--- config.mk ---
export PLATFORM = sky130hd
export DESIGN_NAME = tick_gen_multi
export DESIGN_NICKNAME = d
export VERILOG_FILES = /design/src/rtl/tick_gen_pkg.sv /design/src/rtl/tick_gen_multi_channel.sv /design/src/rtl/tick_gen_multi.sv
export SDC_FILE = /design/constraint.sdc
export NUM_CORES = 1
export LEC_CHECK = 0
export CAP_MARGIN = 10
export CORE_ASPECT_RATIO = 1.1
export CORE_MARGIN = 1
export CORE_UTILIZATION = 40
export DETAILED_ROUTE_END_ITERATION = 8
export RECOVER_POWER = 100
export SLEW_MARGIN = 10
export SYNTH_ARGS = -nofsm -noshare
export SYNTH_HDL_FRONTEND = slang
export SYNTH_SLANG_ARGS = --single-unit
--- constraint.sdc ---
create_clock -name clk100Mhz -period 6.5 [get_ports clk100Mhz]
set_clock_uncertainty 0.2 [all_clocks]
set_input_delay 0.65 -clock clk100Mhz [delete_from_list [all_inputs] [get_ports clk100Mhz]]
set_output_delay 0.65 -clock clk100Mhz [all_outputs]
set_load 0.01 [all_outputs]
--- src/rtl/tick_gen_pkg.sv ---
// Shared definitions for the multi-channel tick generator: channel state
// encoding and the elaboration-time divisor width check.
package tick_gen_pkg;

  typedef enum logic {
    ST_IDLE = 1'b0,
    ST_RUN  = 1'b1
  } ch_state_t;

  // True when div is representable in an unsigned field of the given width.
  function automatic bit div_fits(input longint unsigned div, input int unsigned width);
    if (width >= 64) return 1'b1;
    return (div >> width) == 64'd0;
  endfunction

endpackage

--- src/rtl/tick_gen_multi_channel.sv ---
// One tick channel: shadow/active divisor pair, period counter and the
// IDLE/RUN sequencer producing a registered one-cycle tick.
module tick_channel
  import tick_gen_pkg::*;
#(
  parameter int unsigned          CNT_W   = 27,
  parameter logic [CNT_W-1:0]     DEF_DIV = '0
) (
  input  logic             clk100Mhz,
  input  logic             rst_n,
  input  logic             en,
  input  logic             mode,
  input  logic             start,
  input  logic             div_we,
  input  logic [CNT_W-1:0] div_in,
  output logic             tick,
  output logic             active
);

  ch_state_t        state, state_nxt;
  logic [CNT_W-1:0] cnt, cnt_nxt;
  logic [CNT_W-1:0] div_shd;
  logic [CNT_W-1:0] div_act, div_act_nxt;
  logic             mode_l, mode_nxt;
  logic             tick_nxt;

  always_comb begin
    state_nxt   = state;
    cnt_nxt     = cnt;
    div_act_nxt = div_act;
    mode_nxt    = mode_l;
    tick_nxt    = 1'b0;
    case (state)
      ST_IDLE: begin
        if (en && (!mode || start)) begin
          state_nxt   = ST_RUN;
          cnt_nxt     = '0;
          div_act_nxt = div_shd;
          mode_nxt    = mode;
        end
      end
      ST_RUN: begin
        // Priority: disable, then retrigger, then terminal count.
        if (!en) begin
          state_nxt = ST_IDLE;
          cnt_nxt   = '0;
        end else if (start) begin
          cnt_nxt     = '0;
          div_act_nxt = div_shd;
        end else if (cnt == div_act - CNT_W'(1)) begin
          cnt_nxt     = '0;
          tick_nxt    = 1'b1;
          div_act_nxt = div_shd;
          if (mode_l) state_nxt = ST_IDLE;
        end else begin
          cnt_nxt = cnt + CNT_W'(1);
        end
      end
      default: state_nxt = ST_IDLE;
    endcase
  end

  always_ff @(posedge clk100Mhz or negedge rst_n) begin
    if (!rst_n) begin
      state   <= ST_IDLE;
      cnt     <= '0;
      div_shd <= DEF_DIV;
      div_act <= DEF_DIV;
      mode_l  <= 1'b0;
      tick    <= 1'b0;
    end else begin
      state   <= state_nxt;
      cnt     <= cnt_nxt;
      div_act <= div_act_nxt;
      mode_l  <= mode_nxt;
      tick    <= tick_nxt;
      if (div_we) div_shd <= div_in;
    end
  end

  assign active = (state == ST_RUN);

endmodule

--- src/rtl/tick_gen_multi.sv ---
// NUM_CH-channel programmable tick generator: divisor write decode and
// validation, error pulse, and one tick_channel per channel.
module tick_gen_multi
  import tick_gen_pkg::*;
#(
  parameter  int unsigned CLK_FREQ      = 100_000_000,
  parameter  int unsigned DEF_TICK_FREQ = 1000,
  parameter  int unsigned NUM_CH        = 4,
  parameter  int unsigned CNT_W         = 27,
  localparam int unsigned CH_W          = (NUM_CH > 1) ? $clog2(NUM_CH) : 1
) (
  input  logic              clk100Mhz,
  input  logic              rst_n,
  input  logic [NUM_CH-1:0] en,
  input  logic [NUM_CH-1:0] mode,
  input  logic [NUM_CH-1:0] start,
  input  logic              cfg_we,
  input  logic [CH_W-1:0]   cfg_ch,
  input  logic [CNT_W-1:0]  cfg_div,
  output logic [NUM_CH-1:0] tick,
  output logic [NUM_CH-1:0] active,
  output logic              cfg_err
);

  localparam longint unsigned  DEF_DIV_L = 64'(CLK_FREQ) / 64'(DEF_TICK_FREQ);
  localparam logic [CNT_W-1:0] DEF_DIV   = CNT_W'(DEF_DIV_L);

  if (!div_fits(DEF_DIV_L, CNT_W)) begin : g_bad_cnt_w
    $error("tick_gen_multi: CNT_W too narrow to hold CLK_FREQ/DEF_TICK_FREQ");
  end
  if (NUM_CH < 1 || NUM_CH > 16) begin : g_bad_num_ch
    $error("tick_gen_multi: NUM_CH must be in 1..16");
  end

  logic ch_ok, div_ok, cfg_ok;

  // Channel index can exceed NUM_CH only when NUM_CH is not a power of two.
  assign ch_ok  = {1'b0, cfg_ch} < (CH_W + 1)'(NUM_CH);
  assign div_ok = cfg_div >= CNT_W'(2);
  assign cfg_ok = ch_ok && div_ok;

  always_ff @(posedge clk100Mhz or negedge rst_n) begin
    if (!rst_n) cfg_err <= 1'b0;
    else        cfg_err <= cfg_we && !cfg_ok;
  end

  for (genvar i = 0; i < NUM_CH; i++) begin : g_ch
    logic we;
    assign we = cfg_we && cfg_ok && (cfg_ch == CH_W'(i));

    tick_channel #(
      .CNT_W   (CNT_W),
      .DEF_DIV (DEF_DIV)
    ) u_ch (
      .clk100Mhz (clk100Mhz),
      .rst_n     (rst_n),
      .en        (en[i]),
      .mode      (mode[i]),
      .start     (start[i]),
      .div_we    (we),
      .div_in    (cfg_div),
      .tick      (tick[i]),
      .active    (active[i])
    );
  end

endmodule
==> run_results.csv, run 1 <==
group,metric,value,unit
status,status,"finished with violations",
status,violations,"max-capacitance violations, max-slew violations",
finish,syn2layout_area_growth,10.5,%
setup_path,r2r-start,"g_ch[3].u_ch.div_act[0]$_DFFE_PN0P_",
placed_design,numPortBuffers,52,
timing,relSlewSlack,-0.855,
timing,tightest_slew,2780,ps
floorplan,dieArea,49500,µm²
power,clkPwrFrac,0.340,
routing,first_pass_iters,5,
power,cellInternalPower,4.40,mW
floorplan,fp.dieH,233,µm
timing,rsz0062_at_grt,"false",
floorplan,core_region_area,47900,µm²
timing,setup_tns,0,ps
setup_path,crit_arrival,5220,ps
yosys,yosys.area.top_type_share,0.372,
timing,max_freq,200,MHz
floorplan,fp.dieW,212,µm
clocking,cts_sinks,337,
placed_design,place_area,20400,µm²
placed_design,place_ws,1830,ps
setup_path,rr_worst_depth,12,
run,max-cap-violations,3,
timing,whs,254,ps
setup_path,max_stage_delay,620,ps
routing,drt-wirelength-per-cell,18.4,µm
timing,setup_viol,0,
yosys,postSynthCellCount,1988,
setup_path,reg2reg_to,"g_ch[3].u_ch.div_act[1]$_DFFE_PN0P_",
worst_hold_path,holdCritPathClass,"register to register",
power,swShare,0.306,
floorplan,num_rows,84,
grt,grt_max_degree,116,
routing,wl,48800,µm
timing,timing.final.ws_setup,1500,ps
placed_design,dp_hpwl,33600,µm
yosys,synthArstFlopShare,1.00,
yosys,ys.flop_type,"dfrtp_1",
power,power.share.combinational,0.200,
grt,grt_pass1_wl,78900,µm
yosys,ys_seq_area_frac,0.437,
power,seqPwrFrac,0.460,
yosys,synth_seq_cells,337,
worst_hold_path,hold_end,"g_ch[0].u_ch.div_act[0]$_DFFE_PN0P_",
clocking,htreeDepth,2,
worst_hold_path,min_from,"g_ch[0].u_ch.div_shd[0]$_DFFE_PN0P_",
placed_design,gp_congestion,0.859,
floorplan,start_util,0.406,
setup_path,rrSetupSlack,1500,ps
yosys,ys_top_cells_by_area,"dfrtp_1 37%, mux2_2 9.2%, dfstp_2 6.5%",
clocking,cts_tree,"done",
setup_path,cp_data_required_time,6720,ps
floorplan,io_pins,53,
setup_path,critical_path.max_fanout,27,
finish,nNetsFinal,2031,
finish,multi_input_area,10100,µm²
routing,first_iter_violations,1124,
setup_path,worstPathCellList,"inv_1, ha_1, nor4b_1, nand3_1, or3_1, xnor2_1, or4_1, nor4_1, nand2_2, a31oi_4, clkbuf_2, mux2_2",
finish,final_area,21500,µm²
timing,period_share,0.769,
finish,final_layout_size_suffix_gt1_frac,0.153,
worst_hold_path,hold_path_depth,2,
grt,grt_pass1_vias,14821,
power,p_switching,1.94,mW
clocking,insertion_delay,550,ps
finish,seqCellArea,8490,µm²
setup_path,start_kind,"register",
power,power.leakage,8.49,nW
yosys,yosysWarnings,0,
clocking,root_buffer,"clkbuf_16",
setup_path,worstSetupPathType,"register to register",
setup_path,worstSetupEndpointType,"register",
clocking,clk_pin_slew,60,ps
clocking,numCtsBuffers,38,
grt,antenna_found_initial,2,
timing,period_needed,5000,ps
power,ir_drop,0.000159,V
clocking,post_cts_resized,0,
routing,ant_nets,0,
finish,diodes,0,
grt,grt_overflow,0,
finish,nFillCells,4638,
yosys,ys_types,92,
clocking,hold_buffers,1,
routing,drc,0,
clocking,cts_setup_buffers,0,
yosys,syn_area_per_cell,9.78,µm²
grt,track_usage,0.199,
power,p_per_area,295,nW/µm²
clocking,clockBufferDepth,3,
routing,vias,15315,
yosys,syn_nets,2040,
timing,hold_viol,0,
timing,drv_slew,190,
yosys,synth_edf_count,0,
routing,viasPerCell,5.77,
yosys,syn_area,19500,µm²
yosys,synth_top_area_cell,"dfrtp_1",
setup_path,critPathSlowestCell,"clkbuf_2",
registers in the layout, summed over array words and instances, names as in the netlist:
name,cells
g_ch.u_ch.div_act,108
g_ch.u_ch.active,4
g_ch.u_ch.cnt,108
g_ch.u_ch.mode_l,4
cfg_err,1
g_ch.u_ch.div_shd,108
g_ch.u_ch.tick,4
synth_stat cells (12+ instances only):
library cell,n
a21o_1,31
a21oi_1,74
a22oi_1,30
a31oi_1,12
and3_1,43
clkbuf_1,86
dfrtp_1,289
dfstp_2,48
inv_1,62
mux2_2,159
mux2_4,20
nand2_1,177
nand2b_1,13
nand3_1,150
nand4_1,23
nor2_1,83
nor2b_1,20
nor3_1,52
nor3b_1,23
nor4_1,53
o21ai_0,86
o311ai_0,30
or3_1,39
or4_1,17
xnor2_1,84
xor2_1,36
critical path: cells and delay by family, from the launching register on:
kind	cells	cell delay [ps]
simple gates	6	2500
buf+inv	2	710
flops	1	450
mux	1	410
fa+ha+maj	1	240
compound gates	1	220
xor+xnor	1	140
logic make-up (layout without fill, tap and decap cells):
kind of cell	after synthesis	count (layout)	share of synthesized area
fa+ha+maj	8	8	0.00515
buf+inv	177	197	0.0401
compound gates	374	374	0.132
simple gates	779	779	0.217
flops	337	337	0.437
xor+xnor	120	120	0.0540
mux	193	193	0.115
cells in the final DEF, fill, tap and decap left out, drive strengths merged, types with 30 or more instances in the layout:
| master | synthesis | layout |
|---|---|---|
| a21o | 32 | 32 |
| clkdlybuf4s50 | 0 | 37 |
| nor4 | 57 | 57 |
| inv | 62 | 63 |
| nand2 | 179 | 179 |
| clkbuf | 86 | 66 |
| mux2 | 186 | 186 |
| dfstp | 48 | 48 |
| a22oi | 30 | 30 |
| a21oi | 74 | 74 |
| xnor2 | 84 | 84 |
| nand3 | 150 | 150 |
| nor2 | 83 | 83 |
| xor2 | 36 | 36 |
| nor3 | 55 | 55 |
| o21ai | 88 | 88 |
| and3 | 43 | 43 |
| or3 | 39 | 39 |
| dfrtp | 289 | 289 |
| o311ai | 36 | 36 |
metal layers:
metal | GRT usage | up-vias | part of all wire
met5 | 0 | - | 0
met4 | 0.0504 | 0 | 0.018
met3 | 0.0329 | 58 | 0.049
met2 | 0.338 | 306 | 0.48
met1 | 0.263 | 7660 | 0.45
li1 | - | 7291 | -
power by group through the flow:
| stage | clock network (mW) | logic (mW) | registers (mW) |
|---|---|---|---|
| finish | 2.16 | 1.27 | 2.91 |
| global route | 2.30 | 1.41 | 2.98 |
| CTS | 2.22 | 1.30 | 2.92 |
| detailed placement | 0 | 1.29 | 2.96 |
| global placement | 0 | 1.26 | 2.94 |
| floorplan | 0 | 1.10 | 2.74 |
how the worst max path moves through the flow:
stage | cells after the start | slack (ps) | from | end
2_1_floorplan | 13 | 2630 | g_ch[3].u_ch.div_act[0]$_DFFE_PN0P_ | g_ch[3].u_ch.div_act[11]$_DFFE_PN0P_
3_3_place_gp | 9 | 1990 | g_ch[0].u_ch.div_act[8]$_DFFE_PN0P_ | g_ch[0].u_ch.cnt[24]$_DFFE_PN0P_
3_5_place_dp | 9 | 1830 | g_ch[0].u_ch.div_act[8]$_DFFE_PN0P_ | g_ch[0].u_ch.cnt[19]$_DFFE_PN0P_
4_1_cts | 9 | 1820 | g_ch[0].u_ch.div_act[8]$_DFFE_PN0P_ | g_ch[0].u_ch.cnt[19]$_DFFE_PN0P_
5_1_grt | 10 | 1160 | g_ch[1].u_ch.div_act[3]$_DFFE_PN0P_ | g_ch[1].u_ch.cnt[17]$_DFFE_PN0P_
6_report | 12 | 1500 | g_ch[3].u_ch.div_act[0]$_DFFE_PN0P_ | g_ch[3].u_ch.div_act[1]$_DFFE_PN0P_
layout make-up:
cell class              count  share of cell area
multi-input cells        1474               0.471
flip-flops and latches    337               0.395
clock buffers              59              0.0517
well taps                 645              0.0375
repair buffers             66              0.0283
inverters                  62              0.0108
clock inverters            10             0.00599
through the flow:
step,power (mW),util,std cells
after floorplan,3.84,-,1988
after detailed placement,4.25,0.425,2582
after global routing,6.68,0.449,2653
after CTS,6.44,0.451,2652
after global placement,4.20,0.425,2582
final,6.34,0.449,2653
(Power assumes the default switching activity.)
==> run 2, diff against run 1 <==
==> constraint.sdc (replaced) <==
create_clock -name clk100Mhz -period 4.15 [get_ports clk100Mhz]
set_clock_uncertainty 0.2 [all_clocks]
set_input_delay 0.415 -clock clk100Mhz [delete_from_list [all_inputs] [get_ports clk100Mhz]]
set_output_delay 0.415 -clock clk100Mhz [all_outputs]
set_load 0.01 [all_outputs]
==> run_results.csv, run 2 (synthesized netlist as in run 1, its figures left out) <==
group,metric,value,unit
setup_path,rrSetupSlack,170,ps
setup_path,r2r-start,"g_ch[3].u_ch.div_act[0]$_DFFE_PN0P_",
setup_path,crit_arrival,4230,ps
worst_hold_path,holdCritPathClass,"register to register",
timing,hold_viol,0,
grt,track_usage,0.203,
clocking,htreeDepth,2,
routing,drc,0,
clocking,root_buffer,"clkbuf_16",
floorplan,num_rows,84,
routing,wl,49700,µm
routing,vias,15670,
floorplan,fp.dieH,233,µm
setup_path,reg2reg_to,"g_ch[3].u_ch.cnt[26]$_DFFE_PN0P_",
grt,grt_overflow,0,
finish,syn2layout_area_growth,13.7,%
power,power.leakage,8.85,nW
placed_design,dp_cells,2623,
run,max-cap-violations,4,
timing,setup_tns,0,ps
setup_path,worstSetupPathType,"register to register",
finish,mostFrequentLayoutCell,"dfrtp_1",
worst_hold_path,hold_end,"g_ch[0].u_ch.active$_DFF_PN0_",
placed_design,numPortBuffers,52,
routing,ant_nets,0,
routing,viasPerCell,5.80,
routing,drt-wirelength-per-cell,18.4,µm
timing,period_needed,3980,ps
timing,period_share,0.960,
finish,fin_cells,2700,
timing,max_freq,251,MHz
finish,final_layout_size_suffix_gt1_frac,0.182,
worst_hold_path,hold_path_depth,1,
clocking,clk_pin_slew,60,ps
timing,rsz0062_at_grt,"false",
floorplan,core_region_area,47900,µm²
power,ir_drop,0.000260,V
status,status,"finished with violations",
worst_hold_path,min_from,"g_ch[0].u_ch.mode_l$_DFFE_PN0P_",
floorplan,fp.dieW,212,µm
setup_path,cp_data_required_time,4400,ps
timing,tightest_slew,2380,ps
grt,grt_pass1_vias,15353,
floorplan,dieArea,49500,µm²
clocking,clockBufferDepth,3,
routing,first_iter_violations,966,
finish,mostFrequentLayoutCells,"289 x dfrtp_1, 177 x nand2_1, 159 x mux2_2, 150 x nand3_1, 87 x o21ai_0",
finish,reg.largest.list,"g_ch.u_ch.cnt: 108 flops, g_ch.u_ch.div_act: 108 flops, g_ch.u_ch.div_shd: 108 flops",
setup_path,rr_worst_depth,13,
routing,first_pass_iters,5,
grt,grt_max_degree,94,
floorplan,io_pins,53,
floorplan,start_util,0.406,
timing,setup_viol,0,
grt,grt_pass1_wl,80500,µm
clocking,insertion_delay,580,ps
power,p_per_area,469,nW/µm²
setup_path,critical_path.max_fanout,25,
placed_design,place_area,20800,µm²
clocking,cts_sinks,337,
clocking,cts_tree,"done",
setup_path,worstSetupEndpointType,"register",
grt,antenna_found_initial,1,
placed_design,dp_hpwl,34100,µm
clocking,numCtsBuffers,39,
timing,drv_slew,173,
timing,relSlewSlack,-0.588,
finish,final_area,22100,µm²
finish,final_util,0.461,
placed_design,gp_congestion,0.895,
setup_path,start_kind,"register",
status,violations,"max-capacitance violations, max-slew violations",
finish,nNetsFinal,2075,
-- run 2: report_power, final --
group | switching (mW) | internal, mW
Sequential | 0.651 | 3.88
Combinational | 1.08 | 1.07
Clock | 1.46 | 2.24
Total | 3.19 | 7.19
-- run 2: what timing repair did --
| action | 4_1_cts | 5_1_grt |
|---|---|---|
| endpoints found under the setup margin | 0 | 91 |
| gates resized for setup | 0 | 8 |
| hold endpoints to repair | 79 | 0 |
| setup buffers | 0 | 2 |
| hold buffers | 1 | 0 |
-- run 2: per-stage QoR --
stage	total power, mW	hold WS [ps]	worst slack [ps]
2_1_floorplan	6.01	-80.6	279
3_3_place_gp	6.65	233	230
3_5_place_dp	6.74	251	143
4_1_cts	10.5	224	89.8
5_1_grt	10.9	244	5.49
6_report	10.4	249	167
-- run 2: final cells by class --
cell class                 count  area [µm²]
fill                        4586       25800
multi-input combinational   1474       10200
sequential                   337        8490
clock buffer                  53        1140
timing repair buffer         109         991
tap                          645         807
clock inverter                19         243
inverter                      62         233
antenna                        1        2.50
-- run 2: worst max-delay path, stage by stage, from the launching register on --
cell and delay (ps):
dfrtp_1 420, inv_1 80, ha_1 240, nor4b_4 280, nand3_1 220, or3_1 380
xnor2_1 140, or4_1 590, nor4_4 310, buf_4 160, buf_4 100, a21oi_1 50
buf_2 310, a221o_1 380
-- run 2: how the worst max path moves through the flow --
| stage | start | end | slack, ps | cells past startpoint |
|---|---|---|---|---|
| floorplan | g_ch[3].u_ch.div_act[0]$_DFFE_PN0P_ | g_ch[3].u_ch.div_act[11]$_DFFE_PN0P_ | 280 | 13 |
| global placement | g_ch[3].u_ch.div_act[0]$_DFFE_PN0P_ | g_ch[3].u_ch.div_act[26]$_DFFE_PN0P_ | 230 | 12 |
| detailed placement | g_ch[3].u_ch.div_act[0]$_DFFE_PN0P_ | g_ch[3].u_ch.div_act[0]$_DFFE_PN0P_ | 140 | 12 |
| CTS | g_ch[3].u_ch.div_act[0]$_DFFE_PN0P_ | g_ch[3].u_ch.div_act[0]$_DFFE_PN0P_ | 90 | 12 |
| global route | g_ch[3].u_ch.div_act[0]$_DFFE_PN0P_ | g_ch[3].u_ch.cnt[26]$_DFFE_PN0P_ | 5 | 13 |
| finish | g_ch[3].u_ch.div_act[0]$_DFFE_PN0P_ | g_ch[3].u_ch.cnt[26]$_DFFE_PN0P_ | 170 | 13 |
-- run 2: layer usage --
| metal | track usage | vias to the layer above | routed length, µm |
|---|---|---|---|
| met1 | 0.262 | 7836 | 22000 |
| met5 | 0 | - | 0 |
| met4 | 0.0713 | 0 | 1200 |
| met3 | 0.0352 | 78 | 2500 |
| li1 | - | 7392 | - |
| met2 | 0.342 | 364 | 24000 |
